<file path="src/rtl/fwd_ctrl.sv">
// fwd_ctrl: forwarding and hazard control for a 5-stage in-order pipeline.
// Keeps EX/MEM/WB shadow copies of issued instructions and derives
// operand forwarding selects, load-use stalls and a saturating stall count.
// Ports:
//   clk_i, rst_i (async, active-low)
//   id_valid_i, id_rs_i, id_rt_i, id_rd_i, id_regwrite_i, id_memread_i
//   id_mul_i (only with MULDIV_STALL_EN), flush_i
//   fw_a_o, fw_b_o (00 regfile, 01 WB, 10 EX/MEM), stall_o, stall_cnt_o
// Option: define MULDIV_STALL_EN to hold multiplies in EX for MUL_LAT cycles.
module fwd_ctrl #(
   parameter int MUL_LAT = 4
) (
   input  logic        clk_i,
   input  logic        rst_i,
   input  logic        id_valid_i,
   input  logic [4:0]  id_rs_i,
   input  logic [4:0]  id_rt_i,
   input  logic [4:0]  id_rd_i,
   input  logic        id_regwrite_i,
   input  logic        id_memread_i,
`ifdef MULDIV_STALL_EN
   input  logic        id_mul_i,
`endif
   input  logic        flush_i,
   output logic [1:0]  fw_a_o,
   output logic [1:0]  fw_b_o,
   output logic        stall_o,
   output logic [15:0] stall_cnt_o
);

   typedef struct packed {
      logic       v;
      logic [4:0] rs;
      logic [4:0] rt;
      logic [4:0] rd;
      logic       rw;
      logic       mr;
   } ent_t;

   ent_t        r_ex;
   ent_t        r_mem;
   ent_t        r_wb;
   ent_t        w_id;
   logic [15:0] r_stall_cnt;
   logic        w_busy;
   logic        w_lu;
   logic        w_stall;
   logic        w_adv;
   logic        w_unused;

   assign w_id = '{v: id_valid_i, rs: id_rs_i, rt: id_rt_i,
                   rd: id_rd_i, rw: id_regwrite_i, mr: id_memread_i};

`ifdef MULDIV_STALL_EN
   logic [3:0] r_mul_cnt;

   assign w_busy = (r_mul_cnt != 4'd0);

   // Counter is loaded as the multiply enters EX; EX is frozen until it
   // drains, giving MUL_LAT total EX cycles.
   always_ff @(posedge clk_i or negedge rst_i) begin
      if (!rst_i) begin
         r_mul_cnt <= 4'd0;
      end else if (w_busy) begin
         r_mul_cnt <= r_mul_cnt - 4'd1;
      end else if (w_adv && id_mul_i) begin
         r_mul_cnt <= 4'(MUL_LAT - 1);
      end
   end
`else
   assign w_busy = 1'b0;
`endif

   // Load in EX whose result an ID source needs: one bubble resolves it.
   assign w_lu = id_valid_i && r_ex.v && r_ex.mr && r_ex.rw &&
                 (r_ex.rd != 5'd0) &&
                 ((r_ex.rd == id_rs_i) || (r_ex.rd == id_rt_i));

   // A taken branch discards ID, so holding it would be pointless.
   assign w_stall = !flush_i && (w_lu || w_busy);
   assign w_adv   = id_valid_i && !w_stall && !flush_i && !w_busy;

   always_comb begin
      fw_a_o = 2'b00;
      fw_b_o = 2'b00;
      if (r_ex.v) begin
         if (r_mem.v && r_mem.rw && r_mem.rd != 5'd0 && r_mem.rd == r_ex.rs)
            fw_a_o = 2'b10;
         else if (r_wb.v && r_wb.rw && r_wb.rd != 5'd0 && r_wb.rd == r_ex.rs)
            fw_a_o = 2'b01;
         if (r_mem.v && r_mem.rw && r_mem.rd != 5'd0 && r_mem.rd == r_ex.rt)
            fw_b_o = 2'b10;
         else if (r_wb.v && r_wb.rw && r_wb.rd != 5'd0 && r_wb.rd == r_ex.rt)
            fw_b_o = 2'b01;
      end
   end

   always_ff @(posedge clk_i or negedge rst_i) begin
      if (!rst_i) begin
         r_ex        <= '0;
         r_mem       <= '0;
         r_wb        <= '0;
         r_stall_cnt <= 16'd0;
      end else begin
         r_wb  <= r_mem;
         r_mem <= w_busy ? '0 : r_ex;
         if (!w_busy)
            r_ex <= w_adv ? w_id : '0;
         if (w_stall && r_stall_cnt != 16'hFFFF)
            r_stall_cnt <= r_stall_cnt + 16'd1;
      end
   end

   assign stall_o     = w_stall;
   assign stall_cnt_o = r_stall_cnt;

   // Fields kept for completeness of the shadow entries but not consumed.
   assign w_unused = ^{r_mem.rs, r_mem.rt, r_mem.mr,
                       r_wb.rs, r_wb.rt, r_wb.mr, 32'(MUL_LAT)};

endmodule
</file>
<file path="config.mk">
export PLATFORM = sky130hd
export DESIGN_NAME = fwd_ctrl
export DESIGN_NICKNAME = d
export VERILOG_FILES = /design/src/rtl/fwd_ctrl.sv
export SDC_FILE = /design/constraint.sdc
export NUM_CORES = 1
export LEC_CHECK = 0
export ABC_AREA = 0
export BUFFER_PORTS_ARGS = -buffer_cell sky130_fd_sc_hd__buf_2
export CAP_MARGIN = 25
export CORE_MARGIN = 2
export CORE_UTILIZATION = 49
export CTS_CLUSTER_DIAMETER = 80
export CTS_CLUSTER_SIZE = 20
export DETAILED_ROUTE_END_ITERATION = 7
export GPL_TIMING_DRIVEN = 0
export PLACE_DENSITY_LB_ADDON = 0.2
export SLEW_MARGIN = 10
export SYNTH_ARGS = -nofsm -noshare
export SYNTH_HDL_FRONTEND = slang
export SYNTH_SLANG_ARGS = --single-unit
</file>
<file path="constraint.sdc">
create_clock -name clk_i -period 2 [get_ports clk_i]
set_clock_uncertainty 0.2 [all_clocks]
set_input_delay 0.3 -clock clk_i [delete_from_list [all_inputs] [get_ports clk_i]]
set_output_delay 0.3 -clock clk_i [all_outputs]
set_load 0.02 [all_outputs]
</file>
==> summary.md, run 1 <==
| Metric | Value |
|---|---|
| P per Cell Area | 605 nW/um^2 |
| Vias in the first global route | 1,518 |
| Nets | 267 |
| Internal power | 1.33 mW |
| # rows | 23 |
| Cells along the critical path | or4_4 -> o211ai_1 -> buf_4 -> nor4_1 -> and2_1 -> buf_2 |
| Global-route wire length before repair | 7170 um |
| Synth Register Bits | 48 |
| Worst endpoint required time | 1.50 ns |
| GP Congestion | 0.746 |
| Peak VDD IR | 0.488 mV |
| Largest net degree at the start of global routing | 49 |
| Metal-1 WL | 2020 um |
| Cells after DPL | 264 |
| RSZ-0062 raised after global routing | true |
| Critical Path AT | 1.91 ns |
| Max_slew headroom | 74.2% |
| CTS max path bufs | 2 |
| Post-Route WL | 4530 um |
| Violated checks | negative setup slack |
| Overall Global Routing Usage | 18.7% |
| Crit path max-delay family | simple AND/OR/NAND/NOR gates |
| Metal3 WL | 151 um |
| CP startpoint kind | flop |
| Antenna fix cells | 0 |
| Largest cells by area after synthesis | dfrtp_1 (57%), xor2_1 (9.5%), xnor2_1 (8.7%), and2_1 (5.9%), nand3_1 (3.3%) |
| Syn Nets | 195 |
| Root Driver | clkbuf_8 |
| Met2 wire length | 2280 um |
| Design area | 2860 um^2 |
| Seq pwr share | 59.0% |
| Net load switching power | 0.401 mW |
| CTS Sinks | 48 |
| IO Count | 42 |
| Final Worst Setup Slack | -0.413 ns |
| Post-Synthesis Cells | 173 |
| Top sig layer | met4 |
| Outcome | finished with violations |
| Fin crit share | 121% |
| Post-synth top area share | 56.5% |
| Via count | 1,510 |
| Slew Limit Fails | 0 |
| FMAX | 414 MHz |
| Leakage power | 1.48 nW |
| Critical path endpoint category | output port |
| Hold Path Class | in -> reg |
| WL per Instance | 15.4 um |
| Comb power frac | 10.5% |
| Buf+Inv Stages, Crit Path | 2 |
| Period minus WS final | 2.41 ns |
| Distinct cells, synth | 25 |
| Clock-pin transition on the worst setup and hold timing paths | 0.08 ns |
| Initial Utilization | 52.0% |
| Slew @ Worst Pin | 0.384 ns |
| Slowest Stage Delay on Critical Path | 0.51 ns |
| Area leader, netlist | dfrtp_1 |
| Detailed placement HPWL | 3040 um |
| # fillers | 330 |
| Htree depth | 2 |
| ANT nets after route | 0 |
| Fin cells | 295 |
| Setup tns final | -2.18 ns |
| Dpl cell area | 2420 um^2 |
| Die Y | 69.9 um |
| Slowest CP cell | or4_4 |
| DR DRC count | 0 |
| Area growth syn-to-layout | 34.4% |
| Clock latency on the worst-skew pair | 0.29 ns |
| # port buffers | 41 |
| Die Wd | 69.9 um |
| CTS tree | done |
| Die ar. | 4880 um^2 |
| DR vias/cell | 5.12 |
| DRT iter0 DRCs | 43 |
| Area of the mapped netlist | 2130 um^2 |
| Synth Warn # | 0 |
| Antenna violations before repair | 0 |
| Crit path kind | reg -> out |
| Mean Syn Cell Area | 12.3 um^2 |
| TritonCTS buffer count | 5 |
| Core ar. | 4090 um^2 |
| Final setup viols | 25 |
| Max Cap Viol | 0 |
| Seq/Total Area, Yosys | 56.5% |
| CP max FO | 2 |
| Clock network power share | 30.5% |
| Drt first pass iters | 4 |
| Final Hold Fails | 0 |
| Global route total overflow | 0 |
| Worst hold slack | 0.0126 ns |
| Layout cells sized above 1 | 42.9% |
| Sw Share | 23.2% |
per-layer routing:
| layer | global-route usage (%) | up-vias |
|---|---|---|
| li1 | - | 738 |
| met5 | 0 | - |
| met3 | 4.62 | 8 |
| met2 | 31.4 | 32 |
| met1 | 23.8 | 732 |
| met4 | 6.41 | 0 |
kinds of logic after synthesis:
| logic type | share of synthesized area [%] |
|---|---|
| AO/OA/AOI/OAI | 2.35 |
| XOR/XNOR | 18.1 |
| adder cells (fa/ha/maj) | 0.588 |
| buffers and inverters | 1.06 |
| flip-flops | 56.5 |
| multiplexers | 1.06 |
| AND/OR/NAND/NOR | 20.3 |
area by class of cell:
class                      count  area [um^2]  area share, %
tap                           50         62.6           2.19
sequential                    48         1200           42.1
multi-input combinational    124         1040           36.3
clock buffer                   6         72.6           2.54
timing repair buffer          64          453           15.8
clock inverter                 1         5.00          0.175
buffer                         2         22.5          0.788
power groups by stage:
| stage | registers [mW] | clock network [mW] | logic (mW) |
|---|---|---|---|
| floorplan | 1.03 | 0 | 0.0708 |
| global placement | 1.04 | 0 | 0.121 |
| detailed placement | 1.04 | 0 | 0.124 |
| CTS | 1.02 | 0.542 | 0.152 |
| global route | 1.02 | 0.594 | 0.198 |
| finish | 1.02 | 0.527 | 0.182 |
cells in the mapped netlist:
cell	instances
xnor2_1	21
buf_6	2
nand2_1	4
or4_4	1
nor2_1	4
nor3_2	2
nor2_4	2
o21ai_4	1
xor2_1	23
nand3_1	14
nand2b_1	1
or4_1	3
o211ai_1	1
a22oi_2	1
nor4_1	3
and2_1	20
nand4_1	5
dfrtp_1	48
nor3_1	3
mux2_1	2
o2111ai_1	1
ha_1	1
and4_1	1
a21oi_1	1
and3_1	8
through the flow:
step                total power, mW  utilization (%)  worst slack [ns]
floorplan                      1.11                -           0.00447
global placement               1.16             59.2            -0.163
detailed placement             1.17             59.2            -0.175
CTS                            1.71             66.3            -0.453
global route                   1.82             69.9            -0.490
finish                         1.73             69.9            -0.413
cells in the final DEF, fill, tap and decap left out, drive strengths merged:
master and instances:
buf 62, dfrtp 48, xor2 23, xnor2 21
and2 20, nand3 14, and3 8, clkbuf 6
nor2 6, nand4 5, nor3 5, nand2 5
dlygate4sd3 4, or4 4, nor4 3, mux2 2
a22oi 1, nand2b 1, o21ai 1, o211ai 1
o2111ai 1, and4 1, a21oi 1, ha 1
clkinv 1
worst paths after layout:
kind / slack [ns] / to / cells past startpoint / startpoint
worst max register to register: -0.07 / stall_cnt_o[12]$_DFFE_PN0P_ / 6 / r_ex[4]$_DFF_PN0_
max in group asynchronous: 0.85 / r_ex[2]$_DFF_PN0_ / 3 / rst_i
worst min register to register: 0.18 / r_wb[17]$_DFF_PN0_ / 0 / r_mem[17]$_DFF_PN0_
min in group asynchronous: 0.26 / r_ex[15]$_DFF_PN0_ / 2 / rst_i
worst max-delay path: -0.41 / fw_b_o[1] / 6 / r_mem[4]$_DFF_PN0_
worst min-delay path: 0.01 / r_ex[3]$_DFF_PN0_ / 2 / id_rd_i[1]
registers in the layout, indices dropped and copies added, names as in the netlist:
| signal | count |
|---|---|
| stall_cnt_o | 16 |
| r_ex | 18 |
| r_mem | 7 |
| r_wb | 7 |
what timing repair did:
| action | in CTS | in global routing |
|---|---|---|
| setup buffers | 12 | 9 |
| hold buffers | 3 | 1 |
| pin swaps | 13 | 22 |
| resized for setup | 22 | 23 |
| hold endpoints to repair | 3 | 15 |
| endpoints found under the setup margin | 18 | 39 |
| gates cloned | 1 | 1 |
Power figures use the tool's default switching activity.
==> run 2: changes to the inputs <==
--- a/config.mk
+++ b/config.mk
@@ -10,11 +10,10 @@
 export CAP_MARGIN = 25
 export CORE_MARGIN = 2
 export CORE_UTILIZATION = 49
-export CTS_CLUSTER_DIAMETER = 80
 export CTS_CLUSTER_SIZE = 20
 export DETAILED_ROUTE_END_ITERATION = 7
 export GPL_TIMING_DRIVEN = 0
-export PLACE_DENSITY_LB_ADDON = 0.2
+export PLACE_DENSITY = 0.85
 export SLEW_MARGIN = 10
 export SYNTH_ARGS = -nofsm -noshare
 export SYNTH_HDL_FRONTEND = slang
==> run 2 against run 1 <==
  * The run still ends with negative setup slack left
  * Non-clock buffer count grew 3
  * Final cell count rose by 1.0%
  * Core utilization is 2.9 points higher
  * Die area stayed put
  * Largest power group unchanged
==> summary.md, run 2 (synthesized netlist as in run 1, its figures left out) <==
| Metric | Value |
|---|---|
| Max_slew headroom | 79.7% (+5.5 points) |
| Antenna violations before repair | 0 (unchanged) |
| Root Driver | clkbuf_8 |
| CP max FO | 2 (unchanged) |
| DR vias/cell | 5.17 (+1.0%) |
| Fin cells | 298 (+1.0%) |
| Cells along the critical path | or4_4 -> o211ai_1 -> buf_4 -> nor4_4 -> nor4_4 -> buf_4 |
| Hold Path Class | in -> reg |
| Slew Limit Fails | 0 (unchanged) |
| Buf+Inv Stages, Crit Path | 2 (unchanged) |
| HP Start | id_regwrite_i |
| Violated checks | negative setup slack |
| Die Wd | 69.9 um (unchanged) |
| Htree depth | 2 (unchanged) |
| Commonest non-fill, non-tap cell in the layout | dfrtp_1 |
| Slew @ Worst Pin | 0.302 ns (-0.0817 ns) |
| Crit path max-delay family | simple AND/OR/NAND/NOR gates |
| Initial Utilization | 52.0% (unchanged) |
| Global route total overflow | 0 (unchanged) |
| # rows | 23 (unchanged) |
| Post-layout util | 72.9% (+2.9 points) |
| Worst hold slack | 0.00441 ns (-0.00821 ns) |
| Nets | 269 (+0.75%) |
| Final Hold Fails | 0 (unchanged) |
| Dpl ws | -0.234 ns (-0.0590 ns) |
| Max Cap Viol | 0 (unchanged) |
| Max FFs per register | 18 (unchanged) |
| Final setup viols | 24 (-4.0%) |
| FF-to-FF setup slack | -0.15 ns (-0.08 ns) |
| Layout cells sized above 1 | 47.2% (+4.3 points) |
| CTS max path bufs | 2 (unchanged) |
| Core ar. | 4090 um^2 (unchanged) |
| Detailed placement HPWL | 2760 um (-9.2%) |
| WL per Instance | 16.4 um (+6.6%) |
| IO Count | 42 (unchanged) |
| Post-Route WL | 4880 um (+7.7%) |
| Largest net degree at the start of global routing | 49 (unchanged) |
| Outcome | finished with violations |
| Endpoint of the worst-slack reg-to-reg timing path | r_ex[11]$_DFF_PN0_ |
| Antenna fix cells | 0 (unchanged) |
| Clock latency on the worst-skew pair | 0.30 ns (about the same) |
| Drt first pass iters | 4 (unchanged) |
| Area growth syn-to-layout | 40.1% |
| Final Worst Setup Slack | -0.415 ns (-0.00227 ns) |
| Fin crit share | 121% (about the same) |
| Critical path endpoint category | output port |
| CTS tree | done |
| Power Total | 1.89 mW (+9.2%) |
| # port buffers | 41 (unchanged) |
| Slowest CP cell | or4_4 |
| CTS Sinks | 48 (unchanged) |
| FMAX | 414 MHz (about the same) |
| RSZ-0062 raised after global routing | true |
| Die ar. | 4880 um^2 (unchanged) |
| Vias in the first global route | 1,465 (-3.5%) |
| Biggest register | r_ex |
| DR DRC count | 0 (unchanged) |
| Global-route wire length before repair | 6750 um (-5.9%) |
| Worst endpoint required time | 1.50 ns (about the same) |
| Cells after DPL | 264 (unchanged) |
| Overall Global Routing Usage | 18.2% (-0.58 points) |
| Clock-pin transition on the worst setup and hold timing paths | 0.08 ns (about the same) |
| Most frequent cells in the layout | dfrtp_1 (46), buf_2 (36), xnor2_1 (20) |
| GP Congestion | 0.799 (+7.1%) |
| TritonCTS buffer count | 5 (unchanged) |
| CP startpoint kind | flop |
| Via count | 1,541 (+2.1%) |
| ANT nets after route | 0 (unchanged) |
| Leakage power | 1.51 nW (+2.4%) |
| Die Y | 69.9 um (unchanged) |
| Min-Delay Path Depth | 2 (unchanged) |
| Period minus WS final | 2.41 ns (+0.00227 ns) |
| DRT iter0 DRCs | 60 (+40%) |
| Slowest Stage Delay on Critical Path | 0.52 ns (about the same) |
| Peak VDD IR | 0.813 mV (+67%) |
| RR Startpoint | r_ex[4]$_DFF_PN0_ |
| Critical Path AT | 1.91 ns (about the same) |
| Crit path kind | reg -> out |
| P per Cell Area | 634 nW/um^2 (+4.8%) |
| Hold Path End | r_ex[1]$_DFF_PN0_ |
| R2R depth | 7 (+1) |
[run 2: per-stage QoR]
step,setup TNS [ns],cell area [um^2]
finish,-3.72,2980
global route,-5.85,2980
CTS,-2.78,2710
detailed placement,-0.886,2420
global placement,-0.597,2420
floorplan,0,2150
[run 2: area by class of cell]
type                       count  area, um^2
clock buffer                   6        72.6
timing repair buffer          67         478
clock inverter                 2        35.0
sequential                    48        1200
buffer                         2        22.5
fill                         269        1110
multi-input combinational    123        1100
tap                           50        62.6
[run 2: what timing repair did]
action,4_1_cts,5_1_grt
gates cloned,0,1
hold buffers,2,1
resized for setup,20,39
endpoints found under the setup margin,9,37
buffers inserted,10,14
pin swaps,8,32
endpoints found under the hold margin,16,1
[run 2: worst max path at each step]
stage                       startpoint        end  slack, ns  cells past startpoint
floorplan            r_wb[5]$_DFF_PN0_  fw_a_o[0]      0.004                      3
global placement    r_mem[3]$_DFF_PN0_  fw_a_o[0]      -0.16                      5
detailed placement  r_mem[3]$_DFF_PN0_  fw_a_o[0]      -0.23                      5
CTS                 r_mem[3]$_DFF_PN0_  fw_a_o[0]      -0.43                      6
global route         r_wb[3]$_DFF_PN0_  fw_a_o[0]      -0.48                      5
finish              r_mem[3]$_DFF_PN0_  fw_a_o[0]      -0.41                      6
[run 2: where the power goes]
group / switching [mW] / internal (mW) / leakage [nW] / total [mW]
Sequential: 0.0289 / 0.995 / 0.649 / 1.02
Clock: 0.306 / 0.371 / 0.0552 / 0.677
Combinational: 0.0902 / 0.0966 / 0.810 / 0.187
[run 2: routing by layer]
layer | track usage (%) | wire (um) | up-vias
met5 | 0 | 0 | -
li1 | - | - | 733
met1 | 22.5 | 2020 | 754
met2 | 29.3 | 2540 | 43
met4 | 9.62 | 133 | 0
met3 | 4.62 | 185 | 11
[run 2: worst register-to-register path: cells and delay by family, from the launching register on]
family | cells | cell delay (ns)
simple gates | 4 | 0.96
compound gates | 1 | 0.18
buf+inv | 2 | 0.29
flops | 1 | 0.45
==> run 3: changes to the inputs <==
--- a/config.mk
+++ b/config.mk
@@ -18,3 +18,4 @@
 export SYNTH_ARGS = -nofsm -noshare
 export SYNTH_HDL_FRONTEND = slang
 export SYNTH_SLANG_ARGS = --single-unit
+export TNS_END_PERCENT = 30
==> run 3 against run 2 <==
  * Total power is 5.5% lower
  * Register-to-register slack hardly changed
  * The run still ends with negative setup slack left
  * Non-clock buffer count is 3 lower
  * Final cell count is 1.0% lower
  * Fmax is 0.10% higher
  * Combinational power is 13% lower
  * Wire length is 3.2% lower
  * First-iteration DRC count is 68% higher
  * Worst hold slack better by 0.0038 ns
  * Core utilization is 2.9 points lower
  * Clock power is 12% lower
  * Critical endpoint unchanged
  * Via count is 1.9% lower
==> summary.md, run 3 (synthesized netlist as in run 1, its figures left out) <==
| Metric | Value |
|---|---|
| Max FFs per register | 18 (unchanged) |
| # rows | 23 (unchanged) |
| Hold Path Class | in -> reg |
| DR DRC count | 0 (unchanged) |
| CTS max path bufs | 2 (unchanged) |
| Root Driver | clkbuf_8 |
| Metal3 WL | 172 um (-7.0%) |
| Max Cap Viol | 0 (unchanged) |
| Via count | 1,512 (-1.9%) |
| DR vias/cell | 5.13 (-0.88%) |
| Largest net degree at the start of global routing | 49 (unchanged) |
| Internal power | 1.36 mW (-7.2%) |
| Global-route wire length before repair | 6910 um (+2.4%) |
| ANT nets after route | 0 (unchanged) |
| Slew @ Worst Pin | 0.296 ns (-0.00634 ns) |
| Final Hold Fails | 0 (unchanged) |
| Die Y | 69.9 um (unchanged) |
| Die ar. | 4880 um^2 (unchanged) |
| Initial Utilization | 52.0% (unchanged) |
| Detailed placement HPWL | 2860 um (+3.7%) |
| Peak VDD IR | 0.596 mV (-27%) |
| FMAX | 415 MHz (+0.10%) |
| R2R depth | 6 (-1) |
| Net load switching power | 0.427 mW (+0.29%) |
| Post-Route WL | 4730 um (-3.2%) |
| Layout cells sized above 1 | 38.8% (-8.4 points) |
| Biggest register | r_ex |
| Core ar. | 4090 um^2 (unchanged) |
| WL per Instance | 16.0 um (-2.2%) |
| RSZ-0062 raised after global routing | true |
| Most frequent cells in the layout | dfrtp_1 (46), buf_2 (36), xor2_1 (23) |
| Nets | 266 (-1.1%) |
| Seq pwr share | 57.4% (+3.2 points) |
| Metal-1 WL | 2000 um (-1.0%) |
| IO Count | 42 (unchanged) |
| Post-layout util | 70.0% (-2.9 points) |
| Drt first pass iters | 4 (unchanged) |
| FF-to-FF setup slack | -0.14 ns (about the same) |
| Overall Global Routing Usage | 18.6% (+0.41 points) |
| CTS Sinks | 48 (unchanged) |
| # port buffers | 41 (unchanged) |
| Final setup viols | 17 (-29%) |
| Leakage power | 1.45 nW (-4.3%) |
| Power Total | 1.78 mW (-5.5%) |
| Clock latency on the worst-skew pair | 0.30 ns (about the same) |
| CTS tree | done |
| Worst endpoint required time | 1.50 ns (about the same) |
| Global route total overflow | 0 (unchanged) |
| Met2 wire length | 2420 um (-4.8%) |
| CP startpoint kind | flop |
| Fin crit share | 121% (-0.12 points) |
| Crit path kind | reg -> out |
| Min-Delay Path Depth | 2 (unchanged) |
| TritonCTS buffer count | 5 (unchanged) |
| Max_slew headroom | 80.1% (+0.44 points) |
| Final Worst Setup Slack | -0.413 ns (+0.00242 ns) |
| Vias in the first global route | 1,452 (-0.89%) |
| Antenna violations before repair | 0 (unchanged) |
| Slew Limit Fails | 0 (unchanged) |
| Outcome | finished with violations |
| Area growth syn-to-layout | 34.5% |
| Antenna fix cells | 0 (unchanged) |
| Comb power frac | 9.1% (-0.8 points) |
| Clock network power share | 33.5% (-2.4 points) |
| Critical Path AT | 1.91 ns (about the same) |
| GP Congestion | 0.820 (+2.6%) |
| Top sig layer | met4 |
| Period minus WS final | 2.41 ns (-0.00242 ns) |
| Die Wd | 69.9 um (unchanged) |
| Clock-pin transition on the worst setup and hold timing paths | 0.08 ns (about the same) |
| Sw Share | 23.9% (+1.4 points) |
| CP max FO | 2 (unchanged) |
| Violated checks | negative setup slack |
| Htree depth | 2 (unchanged) |
| P per Cell Area | 624 nW/um^2 (-1.6%) |
| Critical path endpoint category | output port |
| DRT iter0 DRCs | 101 (+68%) |
| Commonest non-fill, non-tap cell in the layout | dfrtp_1 |
-- run 3: cell count changes in the layout (fill, tap and decap cells not counted), sizes merged --
cell | previous run | this run
buf | 66 | 59
bufinv | 1 | 0
clkbuf | 6 | 7
clkinv | 1 | 0
clkinvlp | 0 | 1
dlygate4sd3 | 3 | 7
-- run 3: layout make-up --
class	count	area (um^2)
Multi-Input combinational cell	123	1030
Sequential cell	48	1200
Tap cell	50	62.6
Clock inverter	1	7.51
Timing Repair Buffer	64	443
Buffer	2	22.5
Fill cell	277	1230
Clock buffer	7	86.3
-- run 3: through the flow --
step | instance area, um^2 | setup TNS, ns | setup WS (ns) | hold WS (ns) | std cells
CTS | 2670 | -2.00 | -0.422 | 0.00285 | 283
global route | 2860 | -4.46 | -0.495 | 0.00967 | 295
floorplan | 2150 | -0.113 | -0.0631 | -0.196 | 173
finish | 2860 | -2.79 | -0.413 | 0.00821 | 295
detailed placement | 2420 | -0.750 | -0.165 | 0.174 | 264
global placement | 2420 | -0.742 | -0.151 | 0.161 | 264
-- run 3: worst paths after layout --
path,to,start
setup / recovery,fw_a_o[0],r_mem[5]$_DFF_PN0_
setup reg to reg,stall_cnt_o[12]$_DFFE_PN0P_,r_ex[4]$_DFF_PN0_
hold reg to reg,r_mem[1]$_DFF_PN0_,r_ex[1]$_DFF_PN0_
min in group asynchronous,r_ex[13]$_DFF_PN0_,rst_i
hold / removal,r_ex[5]$_DFF_PN0_,id_rd_i[3]
max in group asynchronous,r_ex[4]$_DFF_PN0_,rst_i
-- run 3: layer usage --
layer,GRT usage (%),vias up
li1,-,730
met1,23.6,734
met2,28.6,36
met3,5.34,12
met4,10.3,0
met5,0,-
-- run 3: critical path, stage by stage (launching register included) --
cell	delay, ns
dfrtp_1	0.40
or4_1	0.52
o211ai_1	0.18
buf_4	0.16
nor4_4	0.04
nor4_4	0.13
buf_4	0.17
-- run 3: what timing repair did --
action / CTS / global route
pin swaps: 9 / 11
resized for setup: 14 / 20
hold buffers: 7 / 0
setup endpoints to repair: 8 / 17
setup buffers: 4 / 11
endpoints found under the hold margin: 52 / 0
-- run 3: power by group through the flow --
stage / Combinational (mW) / Clock (mW) / Sequential, mW
global placement: 0.120 / 0 / 1.04
floorplan: 0.0708 / 0 / 1.03
global route: 0.180 / 0.664 / 1.03
detailed placement: 0.123 / 0 / 1.04
CTS: 0.146 / 0.607 / 1.02
finish: 0.163 / 0.597 / 1.02
